## config.mk

```make
export PLATFORM = sky130hd
export DESIGN_NAME = bus_arbiter
export DESIGN_NICKNAME = d
export VERILOG_FILES = /design/src/rtl/bus_arbiter.sv
export SDC_FILE = /design/constraint.sdc
export NUM_CORES = 1
export LEC_CHECK = 0
export ABC_AREA = 1
export CORE_AREA = 2 2 163 165
export CTS_BUF_LIST = sky130_fd_sc_hd__clkbuf_4 sky130_fd_sc_hd__clkbuf_8
export DETAILED_ROUTE_END_ITERATION = 16
export DIE_AREA = 0 0 165 167
export GPL_TIMING_DRIVEN = 0
export PLACE_DENSITY_LB_ADDON = 0.25
export SYNTH_ARGS = -nofsm -noshare
export SYNTH_HDL_FRONTEND = slang
export SYNTH_SLANG_ARGS = --single-unit
export TNS_END_PERCENT = 20
```

## constraint.sdc

```tcl
create_clock -name clk -period 2.7 [get_ports clk]
set_clock_uncertainty 0.2 [all_clocks]
set_input_delay 0.54 -clock clk [delete_from_list [all_inputs] [get_ports clk]]
set_output_delay 0.54 -clock clk [all_outputs]
set_load 0.02 [all_outputs]
```

## src/rtl/bus_arbiter.sv

```systemverilog
`default_nettype none
// ============================================================================
// Module   : bus_arbiter
// Purpose  : Two-master round-robin arbiter for the 32-bit classic-handshake
//            system bus. Holds the grant for the whole transfer. Decodes
//            adr[31:24] into one-hot slave strobes and returns the selected
//            slave's read data. Issues an error-ack for unmapped banks and
//            for slaves that never ack.
// Ports    : clk, rst_ni (sync, active-low)
//            m0_* : CPU master   (adr/dat/sel/we/stb in, ack/err/dat out)
//            m1_* : DMA master   (same set)
//            s_*  : slave side   (adr/dat/sel/we/stb[NSLV] out,
//                                 ack[NSLV]/dat[NSLV*32] in)
// Revision : 1.0 - initial release
// ============================================================================
module bus_arbiter #(
  parameter int NSLV    = 4,
  parameter int TIMEOUT = 64
) (
  input  logic                 clk,
  input  logic                 rst_ni,
  input  logic [31:0]          m0_adr_i,
  input  logic [31:0]          m0_dat_i,
  input  logic [3:0]           m0_sel_i,
  input  logic                 m0_we_i,
  input  logic                 m0_stb_i,
  output logic                 m0_ack_o,
  output logic                 m0_err_o,
  output logic [31:0]          m0_dat_o,
  input  logic [31:0]          m1_adr_i,
  input  logic [31:0]          m1_dat_i,
  input  logic [3:0]           m1_sel_i,
  input  logic                 m1_we_i,
  input  logic                 m1_stb_i,
  output logic                 m1_ack_o,
  output logic                 m1_err_o,
  output logic [31:0]          m1_dat_o,
  output logic [31:0]          s_adr_o,
  output logic [31:0]          s_dat_o,
  output logic [3:0]           s_sel_o,
  output logic                 s_we_o,
  output logic [NSLV-1:0]      s_stb_o,
  input  logic [NSLV-1:0]      s_ack_i,
  input  logic [NSLV*32-1:0]   s_dat_i
);

  localparam int CNT_W = $clog2(TIMEOUT);
  localparam logic [CNT_W-1:0] CNT_LAST = CNT_W'(TIMEOUT - 1);

  typedef enum logic [2:0] {
    ST_IDLE  = 3'd0,
    ST_BUSY0 = 3'd1,
    ST_BUSY1 = 3'd2,
    ST_ERR0  = 3'd3,
    ST_ERR1  = 3'd4
  } state_t;

  state_t           state_q, state_d;
  logic             rr_last_q, rr_last_d;   // 1 = m1 was served last
  logic [CNT_W-1:0] cnt_q, cnt_d;

  // Working signals of the combinational block
  logic        pick_m1;
  logic [7:0]  req_bank;
  logic        sel_m1;
  logic [31:0] g_adr;
  logic        g_we;
  logic        g_stb;
  logic [7:0]  bank;
  logic        tmo;
  logic        ack_in;
  logic [31:0] rdat;
  logic        g_ack;
  logic        g_err;
  logic [31:0] g_dat;

  always_comb begin
    state_d   = state_q;
    rr_last_d = rr_last_q;
    cnt_d     = '0;
    pick_m1   = 1'b0;
    req_bank  = 8'd0;
    sel_m1    = 1'b0;
    g_adr     = 32'd0;
    g_we      = 1'b0;
    g_stb     = 1'b0;
    bank      = 8'd0;
    tmo       = 1'b0;
    ack_in    = 1'b0;
    rdat      = 32'd0;
    g_ack     = 1'b0;
    g_err     = 1'b0;
    g_dat     = 32'd0;
    s_adr_o   = 32'd0;
    s_dat_o   = 32'd0;
    s_sel_o   = 4'd0;
    s_we_o    = 1'b0;
    s_stb_o   = '0;
    m0_ack_o  = 1'b0;
    m0_err_o  = 1'b0;
    m0_dat_o  = 32'd0;
    m1_ack_o  = 1'b0;
    m1_err_o  = 1'b0;
    m1_dat_o  = 32'd0;

    case (state_q)
      ST_IDLE: begin
        // On a tie the master that was not served last wins
        if (m0_stb_i && m1_stb_i) pick_m1 = ~rr_last_q;
        else                      pick_m1 = m1_stb_i;
        req_bank = pick_m1 ? m1_adr_i[31:24] : m0_adr_i[31:24];
        if (m0_stb_i || m1_stb_i) begin
          if ({24'd0, req_bank} < 32'(NSLV))
            state_d = pick_m1 ? ST_BUSY1 : ST_BUSY0;
          else
            state_d = pick_m1 ? ST_ERR1 : ST_ERR0;
        end
      end

      ST_BUSY0, ST_BUSY1: begin
        sel_m1  = (state_q == ST_BUSY1);
        g_adr   = sel_m1 ? m1_adr_i : m0_adr_i;
        g_we    = sel_m1 ? m1_we_i  : m0_we_i;
        g_stb   = sel_m1 ? m1_stb_i : m0_stb_i;
        s_adr_o = g_adr;
        s_dat_o = sel_m1 ? m1_dat_i : m0_dat_i;
        s_sel_o = sel_m1 ? m1_sel_i : m0_sel_i;
        s_we_o  = g_we;
        bank    = g_adr[31:24];
        tmo     = (cnt_q == CNT_LAST);
        for (int b = 0; b < NSLV; b++) begin
          if (bank == 8'(b)) begin
            ack_in     = s_ack_i[b];
            rdat       = s_dat_i[32*b +: 32];
            // Strobe drops in the timeout cycle so the slave sees the end
            s_stb_o[b] = g_stb & ~tmo;
          end
        end
        if (!g_stb) begin
          // Abort: master withdrew before any ack
          state_d   = ST_IDLE;
          rr_last_d = sel_m1;
        end else if (ack_in) begin
          // Ack wins over a coincident timeout
          g_ack     = 1'b1;
          g_dat     = g_we ? 32'd0 : rdat;
          state_d   = ST_IDLE;
          rr_last_d = sel_m1;
        end else if (tmo) begin
          g_ack     = 1'b1;
          g_err     = 1'b1;
          state_d   = ST_IDLE;
          rr_last_d = sel_m1;
        end else begin
          cnt_d = cnt_q + 1'b1;
        end
        if (sel_m1) begin
          m1_ack_o = g_ack;
          m1_err_o = g_err;
          m1_dat_o = g_dat;
        end else begin
          m0_ack_o = g_ack;
          m0_err_o = g_err;
          m0_dat_o = g_dat;
        end
      end

      ST_ERR0: begin
        m0_ack_o  = 1'b1;
        m0_err_o  = 1'b1;
        state_d   = ST_IDLE;
        rr_last_d = 1'b0;
      end

      ST_ERR1: begin
        m1_ack_o  = 1'b1;
        m1_err_o  = 1'b1;
        state_d   = ST_IDLE;
        rr_last_d = 1'b1;
      end

      default: state_d = ST_IDLE;
    endcase
  end

  always_ff @(posedge clk) begin
    if (!rst_ni) begin
      state_q   <= ST_IDLE;
      rr_last_q <= 1'b1;
      cnt_q     <= '0;
    end else begin
      state_q   <= state_d;
      rr_last_q <= rr_last_d;
      cnt_q     <= cnt_d;
    end
  end

endmodule
`default_nettype wire

```

==> summary.md, run 1 <==
| Metric | Value |
|---|---|
| Run status | `complete, but fails checks` |
| Failing checks | `negative setup slack` |
| Post-synth EDFFs | `0` |
| Maximum VDD drop | `0.4139 mV` |
| Flop and latch count out of synthesis | `10` |
| Setup TNS | `-61.41 ns` |
| Synth cell types | `34` |
| Hold/Removal Path Class | `reg2reg` |
| CTS Root Cell | `clkbuf_8` |
| Port Buf Inserts | `414` |
| Actual slew at the worst max-slew pin | `1.172 ns` |
| CP top delay family | `simple AND/OR/NAND/NOR gates` |
| Antenna violations before repair | `0` |
| Final HPWL DP | `22490 um` |
| Final Max Tran Viols | `0` |
| Pre-antenna DRT Iters | `4` |
| CP arrival | `2.61 ns` |
| FP Rows | `59` |
| Syn nets | `859` |
| F_max | `0.2989 GHz` |
| Setup-failing EPs final | `131` |
| Leading area contributor after synthesis | `nand3_1` |
| Final worst-path cycle share | `123.9%` |
| Final WL | `29120 um` |
| Hold Fails Final Rpt | `0` |
| Core area | `25760 sq um` |
| Cell at the slowest stage of the critical path | `dfxtp_4` |
| Number of global-route vias before repair | `6521` |
| Crit-path max FO | `8` |
| Normalized max-slew margin | `21.85%` |
| Critical-path cell list | `inv_4, nor2_4, nand3b_1, nand2_2, nand2_2, nor2_4, buf_12, buf_12, nand4_4, a21oi_4, buf_12, buf_12, buf_12, nand2_4, nor2_4, buf_6` |
| Async SR Flop Fraction | `0%` |
| Largest net degree at the start of global routing | `11` |
| Power per cell area | `567.5 nW/um^2` |
| Hold_ws | `0.2588 ns` |
| Layout cell share with drive strength beyond 1 | `38.34%` |
| Most frequent CP cell | `buf_12` |
| Inst Count DP | `1332` |
| Layout Nets | `1362` |
| Vias | `6364` |
| YS warnings | `0` |
| Drt wl/cell | `20.50 um` |
| Max-cap violations | `0` |
| Largest cells by area after synthesis | `nand3_1, nor2_1, nand2_1` |
| Post-route DRC | `0` |
| Final core utilization | `40.74%` |
| Die Height | `167 um` |
| Post-DRT Antenna Nets | `0` |
| Register area share after synthesis | `6.576%` |
| CTS tree | `built` |
| Slack of the critical path | `-0.6457 ns` |
| Leakage power | `0.004239 uW` |
| Post-Synthesis Cell Area | `3044 sq um` |
| H-Tree Depth | `1` |
| RSZ-0062 raised after global routing | `true` |
| CP Buf/Inv Count | `7` |
| Gr ovfl total | `0` |
| Top cell type's share of synthesized area | `18.25%` |
| Post-Layout Cell Count | `1420` |
| Minimum clock period | `3.346 ns` |
| Req. time, crit path | `1.96 ns` |
| I/O Pins | `415` |
| Antenna cells | `0` |
| Initial Utilization | `11.82%` |
| Worst setup EP type | `output pin` |
| Syn Inst Count | `583` |
| Post-CTS Hold Fix Bufs | `0` |
| Via/cell ratio | `4.482` |
| Crit start category | `flip-flop` |
| Deepest clock path buffer count | `2` |
| Max incr delay on CP | `0.37 ns` |
| Ys flop type | `dfxtp_1` |
| First-pass GRT wire length | `40390 um` |
| Area growth, synth to finish | `244.8%` |
| Average size of a mapped cell | `5.222 sq um` |
| Gpl congestion | `0.8701` |
| Sink Count | `10` |
| Die W | `165 um` |
| Clk slew on worst S/H paths | `0.05 ns` |
| Gr usage total | `19.62%` |
| Clock latency on the worst-skew pair | `0.23 ns` |
| Iter 0 DRT Violations | `325` |
| Setup CP Type | `reg2out` |
| Pwr Total | `5956 uW` |
| Die Area | `27560 sq um` |
| Num CTS Buffers | `3` |
## cells by family after synthesis
group	synth area share, %
AOI/OAI and AO/OA	26.18
xor gates and xnor gates	0.8633
adders and majority gates	0.8219
buffers and inverters	10.89
DFF	6.576
muxes	0.3288
and+or+nand+nor	54.34
## per-layer routing
layer  routed length, um  vias to the layer above  track usage, %  part of all wire [%]
met3                2423                       39           4.633                   8.3
met4                 756                        0           4.991                   2.6
met1               10530                     2956           21.72                    36
met2               15400                      312           36.96                    53
li1                    -                     3057               -                     -
met5                   0                        -               0                     0
## placed cells by master (no fill, tap or decap), drive strengths merged, types with 10 or more instances in the layout
cell / n
inv: 26
clkdlybuf4s50: 303
nand2: 121
a21oi: 27
buf: 175
dlygate4sd2: 32
nor2: 130
a41oi: 32
a22o: 37
dfxtp: 10
clkbuf: 42
nand3: 112
## layout make-up
type,count,area [sq um]
Fill cell,2654,15270
Timing Repair Buffer,500,5141
Multi-Input combinational cell,492,3976
Buffer,52,593.1
Tap cell,335,419.2
Sequential cell,10,209.0
Inverter,27,107.6
Clock buffer,4,48.80
## cells in the mapped netlist (2+ instances only)
| cell | n |
|---|---|
| buf_1 | 3 |
| nor3_1 | 5 |
| buf_2 | 10 |
| inv_1 | 24 |
| xor2_1 | 2 |
| clkbuf_1 | 38 |
| ha_1 | 2 |
| o21ai_0 | 5 |
| dfxtp_1 | 10 |
| a41oi_1 | 32 |
| nand3_1 | 111 |
| inv_2 | 2 |
| buf_4 | 2 |
| nand4_1 | 5 |
| nor2_1 | 125 |
| a21oi_1 | 26 |
| nand2_1 | 119 |
| nor4_1 | 2 |
| nand3b_1 | 4 |
| a22o_1 | 37 |
| nand2_2 | 2 |
| nor2_2 | 4 |
| or2_2 | 2 |
## worst paths after layout
kind / from / endpoint / slack, ns / cells after the start
worst max-delay path: state_q[1]$_SDFFE_PN0P_ / m1_dat_o[25] / -0.65 / 16
worst min-delay path: cnt_q[0]$_SDFF_PP0_ / cnt_q[0]$_SDFF_PP0_ / 0.26 / 1
worst max register to register: state_q[1]$_SDFFE_PN0P_ / cnt_q[3]$_SDFF_PP0_ / 0.15 / 14
worst min register to register: cnt_q[0]$_SDFF_PP0_ / cnt_q[0]$_SDFF_PP0_ / 0.26 / 1
## state kept, by name, indices dropped and copies added (netlist names)
| signal | cells |
|---|---|
| cnt_q | 6 |
| rr_last_q | 1 |
| state_q | 3 |
## report_power, final
| part | switching (uW) | internal [uW] |
|---|---|---|
| logic | 3230 | 2350 |
| clock network | 55.7 | 113 |
| registers | 32.2 | 182 |
| total | 3320 | 2640 |
## through the flow
stage | worst slack [ns] | area (sq um)
floorplan | -0.05151 | 3626
global placement | -2.069 | 8189
detailed placement | -2.089 | 8189
CTS | -0.6340 | 9983
global route | -0.7569 | 10500
finish | -0.6457 | 10500
## repair_timing
item                                    in CTS  in global routing
pin swaps                                   52                 48
endpoints found under the setup margin     141                142
cloned                                      11                  2
gates resized for setup                    665                119
buffers inserted                            64                 12
Note: power is estimated with default switching activity, not from simulation.
==> inputs of run 2 (changes only) <==
Settings changed: SETUP_SLACK_MARGIN set to 0.3.
==> run 2 against run 1 <==
The flow still finishes with violations (negative setup slack). Power decreased by 5.1%. Wire length decreased by 5.2%. Via count decreased by 2.8%. Sequential share of layout area increased by 0.11 points. Register-to-register slack improved by 0.06 ns. Die area unchanged. Sequential cell count unchanged. Worst hold slack got worse by 0.0045 ns. First-iteration DRC count decreased by 32%. Critical endpoint is now m1_dat_o[20].
==> summary.md, run 2 (synthesis gave the netlist of run 1 again) <==
| Metric | Value |
|---|---|
| CTS tree | `built (unchanged)` |
| Run status | `complete, but fails checks (unchanged)` |
| Hold Fails Final Rpt | `0 (unchanged)` |
| Crit-path max FO | `10 (was 8)` |
| Largest net degree at the start of global routing | `11 (unchanged)` |
| Number of global-route vias before repair | `6247 (was 6521)` |
| H-Tree Depth | `1 (unchanged)` |
| Maximum VDD drop | `0.4346 mV (was 0.4139 mV)` |
| Routed wl met3 | `1938 um (was 2423 um)` |
| Post-Layout Cell Count | `1398 (was 1420)` |
| Post-route DRC | `0 (unchanged)` |
| Post-DRT Antenna Nets | `0 (unchanged)` |
| Reg power frac | `3.7% (was 3.6%)` |
| Layout Nets | `1339 (was 1362)` |
| FP Rows | `59 (unchanged)` |
| Vias | `6183 (was 6364)` |
| Num CTS Buffers | `3 (unchanged)` |
| Iter 0 DRT Violations | `221 (was 325)` |
| Sw frac | `57.20% (was 55.66%)` |
| Largest regs | `cnt_q: 6 flops, state_q: 3 flops, rr_last_q: 1 flops (unchanged)` |
| Deepest clock path buffer count | `2 (unchanged)` |
| Core area | `25760 sq um (unchanged)` |
| Clock power share | `3.4% (was 2.8%)` |
| Gr ovfl total | `0 (unchanged)` |
| Slack of the critical path | `-0.6442 ns (was -0.6457 ns)` |
| First-pass GRT wire length | `38750 um (was 40390 um)` |
| CP arrival | `2.60 ns (was 2.61 ns)` |
| Final worst-path cycle share | `123.9% (about the same)` |
| Met2 WL | `14610 um (was 15400 um)` |
| Setup-failing EPs final | `110 (was 131)` |
| Max-cap violations | `0 (unchanged)` |
| Post-CTS Hold Fix Bufs | `0 (unchanged)` |
| Most frequent cells in the layout | `clkdlybuf4s50_1, nand3_1, nand2_1 (unchanged)` |
| Minimum clock period | `3.344 ns (was 3.346 ns)` |
| Layout cell share with drive strength beyond 1 | `38.61% (was 38.34%)` |
| I/O Pins | `415 (unchanged)` |
| Area growth, synth to finish | `226.9% (was 244.8%)` |
| Cell at the slowest stage of the critical path | `dfxtp_4 (unchanged)` |
| # fillers | `2683 (was 2654)` |
| Worst setup EP type | `output pin (unchanged)` |
| RSZ-0062 raised after global routing | `true (unchanged)` |
| Sink Count | `10 (unchanged)` |
| Gpl congestion | `0.8420 (was 0.8701)` |
| Clock latency on the worst-skew pair | `0.24 ns (was 0.23 ns)` |
| CTS Root Cell | `clkbuf_8 (unchanged)` |
| Req. time, crit path | `1.96 ns (about the same)` |
| Largest Register | `cnt_q (unchanged)` |
| Setup CP Type | `reg2out (unchanged)` |
| Failing checks | `negative setup slack (unchanged)` |
| Inst Count DP | `1332 (unchanged)` |
| Met1 WL | `10580 um (was 10530 um)` |
| Critical-path cell list | `inv_4, nor2_4, nand3b_1, nand2_2, nand2_2, nor2_4, buf_8, buf_12, buf_4, clkbuf_8, nand3_2, a41oi_4, nand2_8, nor2_4, buf_6 (was inv_4, nor2_4, nand3b_1, nand2_2, nand2_2, nor2_4, buf_12, buf_12, nand4_4, a21oi_4, buf_12, buf_12, buf_12, nand2_4, nor2_4, buf_6)` |
| Final HPWL DP | `21950 um (was 22490 um)` |
| Most common cell after layout, fill and taps aside | `clkdlybuf4s50_1 (unchanged)` |
| Clk slew on worst S/H paths | `0.05 ns (about the same)` |
| Worst slack at placement | `-2.236 ns (was -2.089 ns)` |
| Crit start category | `flip-flop (unchanged)` |
| Max reg flops | `6 (unchanged)` |
| Die W | `165 um (unchanged)` |
| Final WL | `27590 um (was 29120 um)` |
| Seq. cell area | `209.0 sq um (unchanged)` |
| Initial Utilization | `11.82% (unchanged)` |
| Pint | `2419 uW (was 2641 uW)` |
| Pre-antenna DRT Iters | `4 (unchanged)` |
| Power per cell area | `568.1 nW/um^2 (was 567.5 nW/um^2)` |
| Share of total power in combinational logic | `92.9% (was 93.6%)` |
| Final Max Tran Viols | `0 (unchanged)` |
| Via/cell ratio | `4.423 (was 4.482)` |
| Antenna violations before repair | `1 (was 0)` |
| Sw Pwr | `3234 uW (was 3315 uW)` |
| Max incr delay on CP | `0.37 ns (about the same)` |
| Drt wl/cell | `19.74 um (was 20.50 um)` |
| Highest metal used | `met4 (unchanged)` |
| F_max | `0.2990 GHz (was 0.2989 GHz)` |
| Pwr Total | `5653 uW (was 5956 uW)` |
| Area of the multi-input gates | `3801 sq um (was 3976 sq um)` |
| Leakage power | `0.003996 uW (was 0.004239 uW)` |
| Gr usage total | `18.65% (was 19.62%)` |
| Normalized max-slew margin | `18.84% (was 21.85%)` |
| Most frequent CP cell | `nor2_4 (was buf_12)` |
| Die Area | `27560 sq um (unchanged)` |
| Port Buf Inserts | `414 (unchanged)` |
| Die Height | `167 um (unchanged)` |
| Hold/Removal Path Class | `reg2reg (unchanged)` |
| Actual slew at the worst max-slew pin | `1.217 ns (was 1.172 ns)` |
## run 2: changes by cell type in the layout (fill, tap and decap cells not counted), moves of 4 or more
cell,before,now
a41oi_2,16,25
a41oi_4,14,6
buf_12,24,14
buf_2,5,12
buf_4,65,52
clkbuf_2,7,29
clkdlybuf4s15_2,4,0
clkdlybuf4s50_1,303,297
dlygate4sd2_1,32,12
nand2_4,30,26
nand3_1,82,91
nand3_4,10,4
## run 2: timing repair
item                                    in CTS  in global routing
gates cloned                                 7                  0
buffers inserted                            51                  3
pin swaps                                   38                 24
endpoints found under the setup margin     151                151
resized for setup                          644                165
## run 2: path summary, 6_finish.rpt
check | start | endpoint | slack [ns] | cells past startpoint
worst max-delay path | state_q[1]$_SDFFE_PN0P_ | m1_dat_o[20] | -0.64 | 15
worst min-delay path | cnt_q[0]$_SDFF_PP0_ | cnt_q[0]$_SDFF_PP0_ | 0.25 | 1
worst max register to register | state_q[1]$_SDFFE_PN0P_ | state_q[0]$_SDFFE_PN0P_ | 0.21 | 16
worst min register to register | cnt_q[0]$_SDFF_PP0_ | cnt_q[0]$_SDFF_PP0_ | 0.25 | 1
## run 2: power by group through the flow
| stage | Sequential, uW | Clock [uW] | Combinational [uW] |
|---|---|---|---|
| 3_5_place_dp | 208 | 0 | 4780 |
| 6_report | 210 | 191 | 5250 |
| 3_3_place_gp | 207 | 0 | 4780 |
| 5_1_grt | 213 | 200 | 5550 |
| 2_1_floorplan | 203 | 0 | 2480 |
| 4_1_cts | 209 | 196 | 5310 |
## run 2: critical path, delay by kind of cell (launching register included)
kind / cells / cell delay, ns
DFF: 1 / 0.37
and+or+nand+nor: 8 / 0.96
AOI/OAI and AO/OA: 1 / 0.29
buffers and inverters: 6 / 0.73
## run 2: metal layers
layer  GRT usage, %  vias up
met1          20.66     2851
met5              0        -
met3          3.885       29
met4          3.403        0
met2          36.14      304
li1               -     2999
## run 2: area by class of cell
| cell class | instances | share of cell area (%) |
|---|---|---|
| buffer | 54 | 6.312 |
| clock buffer | 4 | 0.5533 |
| antenna | 1 | 0.02515 |
| inverter | 27 | 1.081 |
| multi-input combinational | 492 | 38.20 |
| tap | 335 | 4.212 |
| sequential | 10 | 2.100 |
| timing repair buffer | 475 | 47.52 |
## run 2: metrics by stage
stage	cell area [sq um]	setup TNS (ns)	util [%]	hold slack, ns
floorplan	3607	-2.208	-	0.2290
global route	9948	-68.34	38.61	0.2861
detailed placement	8170	-163.42	31.71	0.2508
CTS	9897	-77.65	38.41	0.2638
global placement	8170	-164.33	31.71	0.2490
finish	9951	-56.24	38.62	0.2544
==> inputs of run 3 (changes only) <==
Settings changed: GPL_ROUTABILITY_DRIVEN set to 0.
Clock period 2.7 ns to 3 ns, I/O delays scaled along.
==> run 3 against run 2 <==
The run still ends with negative setup slack left. Cell area increased by 6.7%. Sequential cell count is the same. Worst setup slack gained 0.22 ns. Non-clock buffer count is 13 higher. Utilization up 2.6 points. Global-route usage grew 0.89 points. Wire length is 6.1% higher. Sequential share of layout area shrank 0.13 points. Via count grew 2.5%. First-iteration DRC count grew 32%. Die area is the same. Power shrank 2.6%. Critical path type is now in2out. Critical endpoint is now m1_dat_o[6]. Largest cell class unchanged.
==> summary.md, run 3 (synthesis gave the netlist of run 1 again) <==
| Metric | Value |
|---|---|
| Run status | `complete, but fails checks (unchanged)` |
| Failing checks | `negative setup slack (unchanged)` |
| Area of the multi-input gates | `4126 sq um (was 3801 sq um)` |
| Most common cell after layout, fill and taps aside | `clkdlybuf4s50_1 (unchanged)` |
| Num CTS Buffers | `3 (unchanged)` |
| Crit start category | `input port (was flip-flop)` |
| Gr usage total | `19.55% (was 18.65%)` |
| Critical hold path startpoint | `cnt_q[0]$_SDFF_PP0_ (unchanged)` |
| Drt wl/cell | `20.73 um (was 19.74 um)` |
| Antenna violations before repair | `2 (was 1)` |
| RSZ-0062 raised after global routing | `true (unchanged)` |
| Met2 WL | `15430 um (was 14610 um)` |
| H-Tree Depth | `1 (unchanged)` |
| CTS tree | `built (unchanged)` |
| Worst slack at placement | `-1.620 ns (was -2.236 ns)` |
| Post-CTS Hold Fix Bufs | `0 (unchanged)` |
| Maximum VDD drop | `0.4217 mV (was 0.4346 mV)` |
| Via/cell ratio | `4.489 (was 4.423)` |
| Seq. cell area | `209.0 sq um (unchanged)` |
| Final HPWL DP | `22410 um (was 21950 um)` |
| Crit-path max FO | `10 (unchanged)` |
| Normalized max-slew margin | `20.31% (was 18.84%)` |
| Pre-antenna DRT Iters | `4 (unchanged)` |
| Max incr delay on CP | `0.28 ns (was 0.37 ns)` |
| Met1 WL | `10510 um (was 10580 um)` |
| Post-Layout Cell Count | `1412 (was 1398)` |
| Post-route DRC | `0 (unchanged)` |
| Post-DRT Antenna Nets | `0 (unchanged)` |
| Deepest clock path buffer count | `2 (unchanged)` |
| Leakage power | `0.004016 uW (was 0.003996 uW)` |
| Hold Fails Final Rpt | `0 (unchanged)` |
| Core area | `25760 sq um (unchanged)` |
| Die W | `165 um (unchanged)` |
| Setup TNS | `-26.32 ns (was -56.24 ns)` |
| Layout Nets | `1352 (was 1339)` |
| Initial Utilization | `11.82% (unchanged)` |
| Hold/Removal Path Class | `reg2reg (unchanged)` |
| F_max | `0.2923 GHz` |
| Clk slew on worst S/H paths | `0.05 ns (about the same)` |
| Gr ovfl total | `0 (unchanged)` |
| Clock latency on the worst-skew pair | `0.24 ns (about the same)` |
| Most frequent cells in the layout | `clkdlybuf4s50_1, buf_6, nor2_4, nand3_1, nand2_1 (was clkdlybuf4s50_1, nand3_1, nand2_1)` |
| Worst setup EP type | `output pin (unchanged)` |
| Largest net degree at the start of global routing | `11 (unchanged)` |
| R2r setup slk | `0.55 ns (was 0.21 ns)` |
| Max reg flops | `6 (unchanged)` |
| Number of global-route vias before repair | `6548 (was 6247)` |
| Iter 0 DRT Violations | `291 (was 221)` |
| Largest Register | `cnt_q (unchanged)` |
| FP Rows | `59 (unchanged)` |
| I/O Pins | `415 (unchanged)` |
| Minimum clock period | `3.422 ns` |
| Final Max Tran Viols | `0 (unchanged)` |
| Area growth, synth to finish | `248.9% (was 226.9%)` |
| First-pass GRT wire length | `40430 um (was 38750 um)` |
| R2r startpoint | `state_q[1]$_SDFFE_PN0P_ (unchanged)` |
| Post-DP Area | `8164 sq um (was 8170 sq um)` |
| Inst Count DP | `1332 (unchanged)` |
| Power per cell area | `518.5 nW/um^2 (was 568.1 nW/um^2)` |
| Worst Hold Endpoint | `cnt_q[0]$_SDFF_PP0_ (unchanged)` |
| CP arrival | `2.62 ns (was 2.60 ns)` |
| Largest regs | `cnt_q: 6 flops, state_q: 3 flops, rr_last_q: 1 flops (unchanged)` |
| FF-to-FF path depth | `15 (was 16)` |
| Finished Cell Area | `10620 sq um (was 9951 sq um)` |
| Cell at the slowest stage of the critical path | `dlygate4sd2_1 (was dfxtp_4)` |
| Critical-path cell list | `dlygate4sd2_1, o21ai_4, nand2_2, nor2_4, buf_8, nand3_4, buf_12, buf_6, nor2_1, a41oi_4, nand2_8, nor2_4, buf_6 (was inv_4, nor2_4, nand3b_1, nand2_2, nand2_2, nor2_4, buf_8, buf_12, buf_4, clkbuf_8, nand3_2, a41oi_4, nand2_8, nor2_4, buf_6)` |
| Highest metal used | `met4 (unchanged)` |
| Hold depth | `1 (unchanged)` |
| Slack of the critical path | `-0.4215 ns (was -0.6442 ns)` |
| RR Endpoint | `state_q[0]$_SDFFE_PN0P_ (unchanged)` |
| Sink Count | `10 (unchanged)` |
| Die Area | `27560 sq um (unchanged)` |
| Setup CP Type | `in2out (was reg2out)` |
| Die Height | `167 um (unchanged)` |
| Max-cap violations | `0 (unchanged)` |
| Final core utilization | `41.22% (was 38.62%)` |
| CTS Root Cell | `clkbuf_8 (unchanged)` |
| Routed wl met3 | `2647 um (was 1938 um)` |
| Layout cell share with drive strength beyond 1 | `43.39% (was 38.61%)` |
| Req. time, crit path | `2.20 ns (was 1.96 ns)` |
| Final WL | `29270 um (was 27590 um)` |
| Actual slew at the worst max-slew pin | `1.195 ns (was 1.217 ns)` |
| # fillers | `2633 (was 2683)` |
| Final worst-path cycle share | `114.1%` |
| Setup-failing EPs final | `90 (was 110)` |
| Port Buf Inserts | `414 (unchanged)` |
| Vias | `6339 (was 6183)` |
## run 3: cell types whose count changed in the layout (fill, tap and decap cells not counted), moves of 12 or more
cell,change
nand2_4,-14
buf_6,+14
clkdlybuf4s50_1,-15
nand3_1,-16
nand2_2,+12
clkbuf_2,-12
nor2_1,-14
nand3_2,+12
## run 3: metal layers
layer / track usage [%] / vias to the layer above
met3: 5.978 / 43
met4: 4.348 / 0
met1: 20.54 / 2964
met2: 37.45 / 300
met5: 0 / -
li1: - / 3032
## run 3: worst max-delay path: cells and delay by family
family / cells / cell delay, ns
buffers and inverters: 5 / 0.96
AOI/OAI and AO/OA: 2 / 0.26
and+or+nand+nor: 6 / 0.77
## run 3: final cells by class
class / instances / share of cell area [%]
flip-flops and latches: 10 / 1.967
clock buffers: 3 / 0.3888
diodes: 3 / 0.07069
multi-input cells: 492 / 38.85
plain buffers: 54 / 6.456
inverters: 27 / 1.013
repair buffers: 488 / 47.30
well taps: 335 / 3.947
## run 3: stage by stage
stage | power [uW] | hold WS [ns]
after global placement | 4528 | 0.2472
final | 5507 | 0.2610
after detailed placement | 4522 | 0.2530
after global routing | 5802 | 0.2763
after CTS | 5311 | 0.2640
after floorplan | 2413 | 0.2290
## run 3: timing repair
item	4_1_cts	5_1_grt
cloned	11	3
buffers inserted	50	10
pin swaps	72	54
endpoints found under the setup margin	141	141
gates resized for setup	715	251
## run 3: power breakdown
part,total [uW],internal [uW],switching (uW)
logic,5170,2180,3000
registers,192,164,28.0
clock network,143,88.1,55.1
total,5510,2430,3080
## run 3: worst max path at each step
stage / from / endpoint / slack (ns)
floorplan: m1_adr_i[31] / m0_dat_o[11] / 0.16
global placement: m1_adr_i[27] / m1_dat_o[0] / -1.64
detailed placement: m1_adr_i[27] / m1_dat_o[0] / -1.62
CTS: state_q[1]$_SDFFE_PN0P_ / m0_dat_o[22] / -0.41
global route: state_q[1]$_SDFFE_PN0P_ / m1_dat_o[6] / -0.53
finish: m1_adr_i[28] / m1_dat_o[6] / -0.42
